--- src/rtl/ifetch_pkg.sv ---
// Shared types and constants for the instruction fetch queue.
//   slot_t     : one queue slot {pc, instr, filled}
//   RESET_PC   : PC value the fetch stream restarts from after reset
//   PERF_CNT_W : width of the optional performance counters (IFETCH_PERF_CNT_EN)
package ifetch_pkg;

  localparam logic [31:0] RESET_PC   = 32'd0;
  localparam int unsigned PERF_CNT_W = 32;

  typedef struct packed {
    logic [31:0] pc;
    logic [31:0] instr;
    logic        filled;
  } slot_t;

  localparam slot_t SLOT_RESET = '{pc: RESET_PC, instr: 32'd0, filled: 1'b0};

endpackage

--- src/rtl/ifetch_queue_if.sv ---
// Bundle of the fetch stage's PC, instruction-memory and decode-side signals.
//   pc_in/pc_en/flush                     : PC register side
//   imem_req_* / imem_rsp_*               : instruction memory request/response
//   out_valid/out_instr/out_pc/out_ready  : decode side
// Modport master is the fetch queue; slave is its environment.
interface ifetch_queue_if;
  logic [31:0] pc_in;
  logic        pc_en;
  logic        flush;
  logic        imem_req_valid;
  logic [31:0] imem_req_addr;
  logic        imem_req_ready;
  logic        imem_rsp_valid;
  logic [31:0] imem_rsp_data;
  logic        out_valid;
  logic [31:0] out_instr;
  logic [31:0] out_pc;
  logic        out_ready;

  modport master (
    input  pc_in, flush, imem_req_ready, imem_rsp_valid, imem_rsp_data, out_ready,
    output pc_en, imem_req_valid, imem_req_addr, out_valid, out_instr, out_pc
  );

  modport slave (
    output pc_in, flush, imem_req_ready, imem_rsp_valid, imem_rsp_data, out_ready,
    input  pc_en, imem_req_valid, imem_req_addr, out_valid, out_instr, out_pc
  );
endinterface

--- src/rtl/ifetch_perf.sv ---
// Fetch performance counters, only built when IFETCH_PERF_CNT_EN is defined.
//   clk, reset  : clock, synchronous active-high clear
//   fetch_i     : request accepted this cycle
//   stall_i     : request withheld this cycle (outside reset/flush)
//   drop_i      : response discarded this cycle
//   *_cnt_o     : free-running wrapping event counts
module ifetch_perf
  import ifetch_pkg::*;
(
  input  logic                  clk,
  input  logic                  reset,
  input  logic                  fetch_i,
  input  logic                  stall_i,
  input  logic                  drop_i,
  output logic [PERF_CNT_W-1:0] fetch_cnt_o,
  output logic [PERF_CNT_W-1:0] stall_cnt_o,
  output logic [PERF_CNT_W-1:0] drop_cnt_o
);

  logic [PERF_CNT_W-1:0] fetch_cnt_q, fetch_cnt_d;
  logic [PERF_CNT_W-1:0] stall_cnt_q, stall_cnt_d;
  logic [PERF_CNT_W-1:0] drop_cnt_q, drop_cnt_d;

  always_comb begin
    fetch_cnt_d = fetch_cnt_q + PERF_CNT_W'(fetch_i);
    stall_cnt_d = stall_cnt_q + PERF_CNT_W'(stall_i);
    drop_cnt_d  = drop_cnt_q + PERF_CNT_W'(drop_i);
  end

  always_ff @(posedge clk) begin
    if (reset) begin
      fetch_cnt_q <= '0;
      stall_cnt_q <= '0;
      drop_cnt_q  <= '0;
    end else begin
      fetch_cnt_q <= fetch_cnt_d;
      stall_cnt_q <= stall_cnt_d;
      drop_cnt_q  <= drop_cnt_d;
    end
  end

  assign fetch_cnt_o = fetch_cnt_q;
  assign stall_cnt_o = stall_cnt_q;
  assign drop_cnt_o  = drop_cnt_q;

endmodule

--- src/rtl/ifetch_queue.sv ---
// Instruction fetch queue: issues pc_in as a memory request, advances the PC only on an
// accepted request (or a redirect), pairs in-order responses with their PCs in a slot ring
// and hands them to decode. A flush empties the ring and remembers how many in-flight
// responses are now stale so they can be dropped on arrival.
//   clk, reset : clock, synchronous active-high reset (wins over everything)
//   bus        : ifetch_queue_if.master (PC, imem request/response, decode output)
//   perf_*_cnt : fetch/stall/drop counters, present only with IFETCH_PERF_CNT_EN defined
module ifetch_queue
  import ifetch_pkg::*;
#(
  parameter int unsigned DEPTH = 2
) (
  input  logic                  clk,
  input  logic                  reset,
  ifetch_queue_if.master        bus
`ifdef IFETCH_PERF_CNT_EN
  ,
  output logic [PERF_CNT_W-1:0] perf_fetch_cnt,
  output logic [PERF_CNT_W-1:0] perf_stall_cnt,
  output logic [PERF_CNT_W-1:0] perf_drop_cnt
`endif
);

  localparam int unsigned PtrW = (DEPTH > 1) ? $clog2(DEPTH) : 1;
  localparam int unsigned CntW = $clog2(DEPTH + 1);

  slot_t            slots_q [DEPTH];
  slot_t            slots_d [DEPTH];
  logic [PtrW-1:0]  alloc_q, alloc_d;
  logic [PtrW-1:0]  fill_q, fill_d;
  logic [PtrW-1:0]  head_q, head_d;
  logic [CntW-1:0]  used_q, used_d;
  logic [CntW-1:0]  drop_q, drop_d;

  logic [CntW-1:0]  filled_cnt;
  logic [CntW-1:0]  pend;
  logic [CntW:0]    occ;
  logic [CntW:0]    drop_sum;
  logic             room;
  logic             req_fire;
  logic             pop;

  // Allocated-but-unfilled slots are exactly the live requests still awaiting a response.
  always_comb begin
    filled_cnt = '0;
    for (int i = 0; i < DEPTH; i++) begin
      filled_cnt = filled_cnt + CntW'(slots_q[i].filled);
    end
    pend = used_q - filled_cnt;
  end

  // Stale responses still reserve capacity, so a redirect cannot overrun the ring.
  assign occ  = {1'b0, used_q} + {1'b0, drop_q};
  assign room = occ < (CntW + 1)'(DEPTH);

  assign bus.imem_req_valid = !reset && !bus.flush && room;
  assign bus.imem_req_addr  = bus.pc_in;
  assign req_fire           = bus.imem_req_valid && bus.imem_req_ready;
  assign bus.pc_en          = !reset && (req_fire || bus.flush);

  assign bus.out_valid = !reset && !bus.flush && slots_q[head_q].filled;
  assign bus.out_pc    = slots_q[head_q].pc;
  assign bus.out_instr = slots_q[head_q].instr;
  assign pop           = bus.out_valid && bus.out_ready;

  always_comb begin
    slots_d  = slots_q;
    alloc_d  = alloc_q;
    fill_d   = fill_q;
    head_d   = head_q;
    used_d   = used_q;
    drop_d   = drop_q;
    drop_sum = '0;

    if (req_fire) begin
      slots_d[alloc_q] = '{pc: bus.pc_in, instr: 32'd0, filled: 1'b0};
      alloc_d          = alloc_q + PtrW'(1);
      used_d           = used_d + CntW'(1);
    end

    if (bus.imem_rsp_valid) begin
      if (drop_q != '0) begin
        drop_d = drop_q - CntW'(1);
      end else if (pend != '0) begin
        slots_d[fill_q].instr  = bus.imem_rsp_data;
        slots_d[fill_q].filled = 1'b1;
        fill_d                 = fill_q + PtrW'(1);
      end
    end

    if (pop) begin
      slots_d[head_q].filled = 1'b0;
      head_d                 = head_q + PtrW'(1);
      used_d                 = used_d - CntW'(1);
    end

    if (bus.flush) begin
      slots_d  = '{default: SLOT_RESET};
      alloc_d  = '0;
      fill_d   = '0;
      head_d   = '0;
      used_d   = '0;
      // Everything still in flight becomes stale; a response landing now is already gone.
      drop_sum = {1'b0, drop_q} + {1'b0, pend};
      if (bus.imem_rsp_valid && (drop_sum != '0)) begin
        drop_sum = drop_sum - (CntW + 1)'(1);
      end
      drop_d   = drop_sum[CntW-1:0];
    end
  end

  always_ff @(posedge clk) begin
    if (reset) begin
      slots_q <= '{default: SLOT_RESET};
      alloc_q <= '0;
      fill_q  <= '0;
      head_q  <= '0;
      used_q  <= '0;
      drop_q  <= '0;
    end else begin
      slots_q <= slots_d;
      alloc_q <= alloc_d;
      fill_q  <= fill_d;
      head_q  <= head_d;
      used_q  <= used_d;
      drop_q  <= drop_d;
    end
  end

`ifdef IFETCH_PERF_CNT_EN
  logic perf_stall;
  logic perf_drop;

  assign perf_stall = !reset && !bus.flush && !room;
  assign perf_drop  = !reset && bus.imem_rsp_valid && (bus.flush || (drop_q != '0));

  ifetch_perf u_perf (
    .clk         (clk),
    .reset       (reset),
    .fetch_i     (req_fire),
    .stall_i     (perf_stall),
    .drop_i      (perf_drop),
    .fetch_cnt_o (perf_fetch_cnt),
    .stall_cnt_o (perf_stall_cnt),
    .drop_cnt_o  (perf_drop_cnt)
  );
`endif

endmodule

--- src/flat_wrapper.sv ---
// flat-port wrapper written by rule: the top's interface ports become plain ports
module ifetch_queue_flat import ifetch_pkg::*;
#(
  parameter int unsigned DEPTH = 2
)
  (clk, reset, bus_pc_in, bus_flush, bus_imem_req_ready, bus_imem_rsp_valid, bus_imem_rsp_data, bus_out_ready, bus_pc_en, bus_imem_req_valid, bus_imem_req_addr, bus_out_valid, bus_out_instr, bus_out_pc);
  ifetch_queue_if bus_i ();
  input  logic clk;
  input  logic reset;
  input wire logic [$bits(bus_i.pc_in)-1:0] bus_pc_in;
  input wire logic [$bits(bus_i.flush)-1:0] bus_flush;
  input wire logic [$bits(bus_i.imem_req_ready)-1:0] bus_imem_req_ready;
  input wire logic [$bits(bus_i.imem_rsp_valid)-1:0] bus_imem_rsp_valid;
  input wire logic [$bits(bus_i.imem_rsp_data)-1:0] bus_imem_rsp_data;
  input wire logic [$bits(bus_i.out_ready)-1:0] bus_out_ready;
  output wire logic [$bits(bus_i.pc_en)-1:0] bus_pc_en;
  output wire logic [$bits(bus_i.imem_req_valid)-1:0] bus_imem_req_valid;
  output wire logic [$bits(bus_i.imem_req_addr)-1:0] bus_imem_req_addr;
  output wire logic [$bits(bus_i.out_valid)-1:0] bus_out_valid;
  output wire logic [$bits(bus_i.out_instr)-1:0] bus_out_instr;
  output wire logic [$bits(bus_i.out_pc)-1:0] bus_out_pc;
  assign bus_i.pc_in = bus_pc_in;
  assign bus_i.flush = bus_flush;
  assign bus_i.imem_req_ready = bus_imem_req_ready;
  assign bus_i.imem_rsp_valid = bus_imem_rsp_valid;
  assign bus_i.imem_rsp_data = bus_imem_rsp_data;
  assign bus_i.out_ready = bus_out_ready;
  assign bus_pc_en = bus_i.pc_en;
  assign bus_imem_req_valid = bus_i.imem_req_valid;
  assign bus_imem_req_addr = bus_i.imem_req_addr;
  assign bus_out_valid = bus_i.out_valid;
  assign bus_out_instr = bus_i.out_instr;
  assign bus_out_pc = bus_i.out_pc;
  ifetch_queue #(.DEPTH(DEPTH)) u_core (.clk(clk), .reset(reset), .bus(bus_i));
endmodule
--- config.mk ---
export PLATFORM = sky130hd
export DESIGN_NAME = ifetch_queue_flat
export DESIGN_NICKNAME = d
export VERILOG_FILES = /design/src/rtl/ifetch_pkg.sv /design/src/rtl/ifetch_queue_if.sv /design/src/rtl/ifetch_perf.sv /design/src/rtl/ifetch_queue.sv /design/src/flat_wrapper.sv
export SDC_FILE = /design/constraint.sdc
export NUM_CORES = 1
export LEC_CHECK = 0
export BUFFER_PORTS_ARGS = -buffer_cell sky130_fd_sc_hd__buf_2
export CAP_MARGIN = 20
export CORE_AREA = 5 5 122 124
export CTS_BUF_LIST = sky130_fd_sc_hd__clkbuf_16
export CTS_CLUSTER_SIZE = 28
export DETAILED_ROUTE_END_ITERATION = 6
export DIE_AREA = 0 0 127 129
export PLACE_DENSITY = 0.73
export SLEW_MARGIN = 5
export SYNTH_ARGS = -nofsm -noshare
export SYNTH_HDL_FRONTEND = slang
export SYNTH_SLANG_ARGS = --single-unit
--- constraint.sdc ---
create_clock -name clk -period 3.21 [get_ports clk]
set_input_delay 0.1605 -clock clk [delete_from_list [all_inputs] [get_ports clk]]
set_output_delay 0.1605 -clock clk [all_outputs]
set_load 0.02 [all_outputs]
==> impl_metrics.py <==
metrics = {
    "finish": {
        "fillers": 1247,
        "post-route-util_pct": 57.2,
        "final_nets": 945,
        "drive_gt1_share_pct": 32.6,
        "diodes": 0,
        "area_delta_synth_final_pct": 29.2,
        "multiInputGateArea_mm2": 0.00283,
        "final-seq-area_mm2": 0.00274,
    },
    "die": {
        "placementRows": 43,
        "die_y_um": 129,
        "ioPinCount": 169,
        "die_x_um": 127,
        "fp.dieArea_mm2": 0.0164,
        "initial_core_util_pct": 44.3,
        "fp.coreArea_mm2": 0.0137,
    },
    "timing": {
        "worst_slew_pin_slew_ps": 952,
        "max_freq_ghz": 0.332,
        "rsz0062_at_grt": "false",
        "layout_setup_ws_ps": 199,
        "setup_viol": 0,
        "worst_hold_slack_ps": 15.4,
        "tns_ps": 0,
        "min_period_over_period_pct": 93.8,
        "max-slew-margin-rel_pct": 36.6,
        "finClkSkew_ps": 7.85,
        "report.final.hold_viol_count": 0,
        "timing.final.max_slew_violations": 0,
        "min_period_ps": 3010,
    },
    "power_and_ir_drop": {
        "max-vdd-ir-drop_uv": 310,
        "pwr_density_cell_mw_per_mm2": 562,
        "leakagePower_nw": 3.21,
        "power_mw": 4.40,
    },
    "synth": {
        "synth_xor_area_share_pct": 1.01,
        "synth_common_cells": "164 x nand2_1, 137 x dfxtp_1, 69 x a21oi_1",
        "synth-compound-area-share_pct": 12.5,
        "synthArstFlopShare_pct": 0,
        "ys.warnings.count": 0,
        "syn_nets": 791,
        "synth_most_common_cell": "nand2_1",
        "synth.distinct_cells": 38,
        "syn_inst": 713,
        "yosys.area_share.simple_pct": 18.2,
        "muxShareOfSynthArea_pct": 12.2,
        "synth-seq-cells": 137,
        "synthAdderAreaFrac_pct": 2.03,
        "synthFlopType": "dfxtp_1",
        "synth_area_leader_cell": "dfxtp_1",
        "synth_area_mm2": 0.00605,
        "seq_area_frac_synth_pct": 45.3,
        "synth.area.top_cells": "dfxtp_1 45%, mux2_2 12%, nand2_1 10%",
        "synth_top_family_by_area": "simple AND/OR/NAND/NOR gates",
        "syn_avg_cell_area_um2": 8.49,
        "synth_edf_count": 0,
        "synth_top_area_share_pct": 45.3,
    },
    "grt": {
        "grt_max_degree": 69,
        "use_met2_pct": 30.8,
        "antenna_found_initial": 0,
        "grt.busiest_layer": "met2",
        "grt_pass1_wl_mm": 24.3,
        "use_met3_pct": 5.81,
        "grt_pass1_vias": 5094,
        "use_met1_pct": 21.7,
        "track_usage_pct": 18.2,
        "grt_overflow": 0,
    },
    "setup_path": {
        "r2r_slack_ps": 200,
        "cp.required_ps": 3560,
        "worstSetupPathType": "reg -> reg",
        "critPathCaptureType": "register",
        "start_kind": "register",
        "path_max_fanout": 4,
        "critPathArrivalTime_ps": 3360,
    },
    "detailed_routing": {
        "via_per_inst": 4.99,
        "dr.pass1.iters": 6,
        "drtIter0Drc": 294,
        "wl_mm": 15.2,
        "routedWlPerCell_um": 14.3,
        "ant_nets": 0,
        "drc": 0,
        "vias": 5293,
    },
    "clock_network": {
        "clk_latency_ps": 410,
        "clkSinkCount": 137,
        "clk_pin_slew_ps": 60,
        "htree_levels": 4,
        "clockBufferDepth": 2,
        "cts_tree": "yes",
        "cts_buffers": 17,
        "cts_root_buf": "clkbuf_16",
    },
    "min_path": {
        "hold_path.class": "in -> reg",
    },
    "placed_design": {
        "io_buffers": 168,
        "gp_congestion": 0.756,
        "pre_cts_slack_ps": 111,
        "dp_hpwl_mm": 9.22,
    },
    "outcome": {
        "status": "finished, final reports clean",
    },
    "job": {
        "drv_cap": 0,
    },
}
kinds of logic (layout without fill, tap and decap cells):
group | count (synthesis) | after routing
buffers and inverters | 93 | 260
muxes | 66 | 66
AOI/OAI and AO/OA | 145 | 145
adders and majority gates | 8 | 8
and+or+nand+nor | 257 | 257
DFF | 137 | 137
xor gates and xnor gates | 7 | 7
metrics by stage:
stage / cell area (um^2) / cells
floorplan: 6050 / 713
global placement: 6800 / 988
detailed placement: 6800 / 988
CTS: 7820 / 1060
global route: 7820 / 1060
finish: 7820 / 1060
routing by layer:
metal	wire, um	vias to the layer above
li1	-	2688
met4	193	0
met1	6530	2437
met5	0	-
met3	1120	17
met2	7300	151
worst max-delay path: stages, from the launching register on:
cell and delay, ps:
dfxtp_1 370, inv_1 70, fa_1 480, ha_1 310, xor2_1 210, ha_1 170
inv_1 50, fa_1 480, ha_1 210, a21boi_1 220, mux2i_1 210, nand2_1 60
a21oi_1 110
power by group:
| group | leakage (nW) | switching [mW] | internal, mW |
|---|---|---|---|
| Clock | 0.308 | 0.753 | 1.30 |
| Sequential | 1.11 | 0.0267 | 1.74 |
| Combinational | 1.80 | 0.348 | 0.233 |
worst paths after layout:
check	from	to	cells past startpoint
worst min register to register	register	register	2
worst min-delay path	bus_pc_in[12]	register	3
worst max register to register	u_core.slots_q[65]$_SDFF_PP0_	u_core.drop_q[1]$_SDFFE_PP0P_	12
worst max-delay path	u_core.slots_q[65]$_SDFF_PP0_	u_core.drop_q[1]$_SDFFE_PP0P_	12
layout by cell type, fill, tap and decap left out, drive strengths merged, types with 6 or more instances in the layout:
cell         instances
buf                181
nand2              164
dfxtp              137
a21oi               69
nand3               66
o21ai               66
mux2                64
dlygate4sd3         40
clkbuf              17
inv                 11
nor2                10
clkinv               6
repair_timing:
item	CTS	global route
buffers inserted	0	0
endpoints found under the hold margin	60	0
endpoints found under the setup margin	0	2
hold buffers	40	0
gates resized for setup	0	1
layout make-up:
class | count | share of cell area, %
inverters | 7 | 0.336
clock buffers | 17 | 5.44
repair buffers | 221 | 17.6
flip-flops and latches | 137 | 35.1
multi-input cells | 483 | 36.2
clock inverters | 15 | 2.51
well taps | 180 | 2.88
Power figures use the tool's default switching activity.
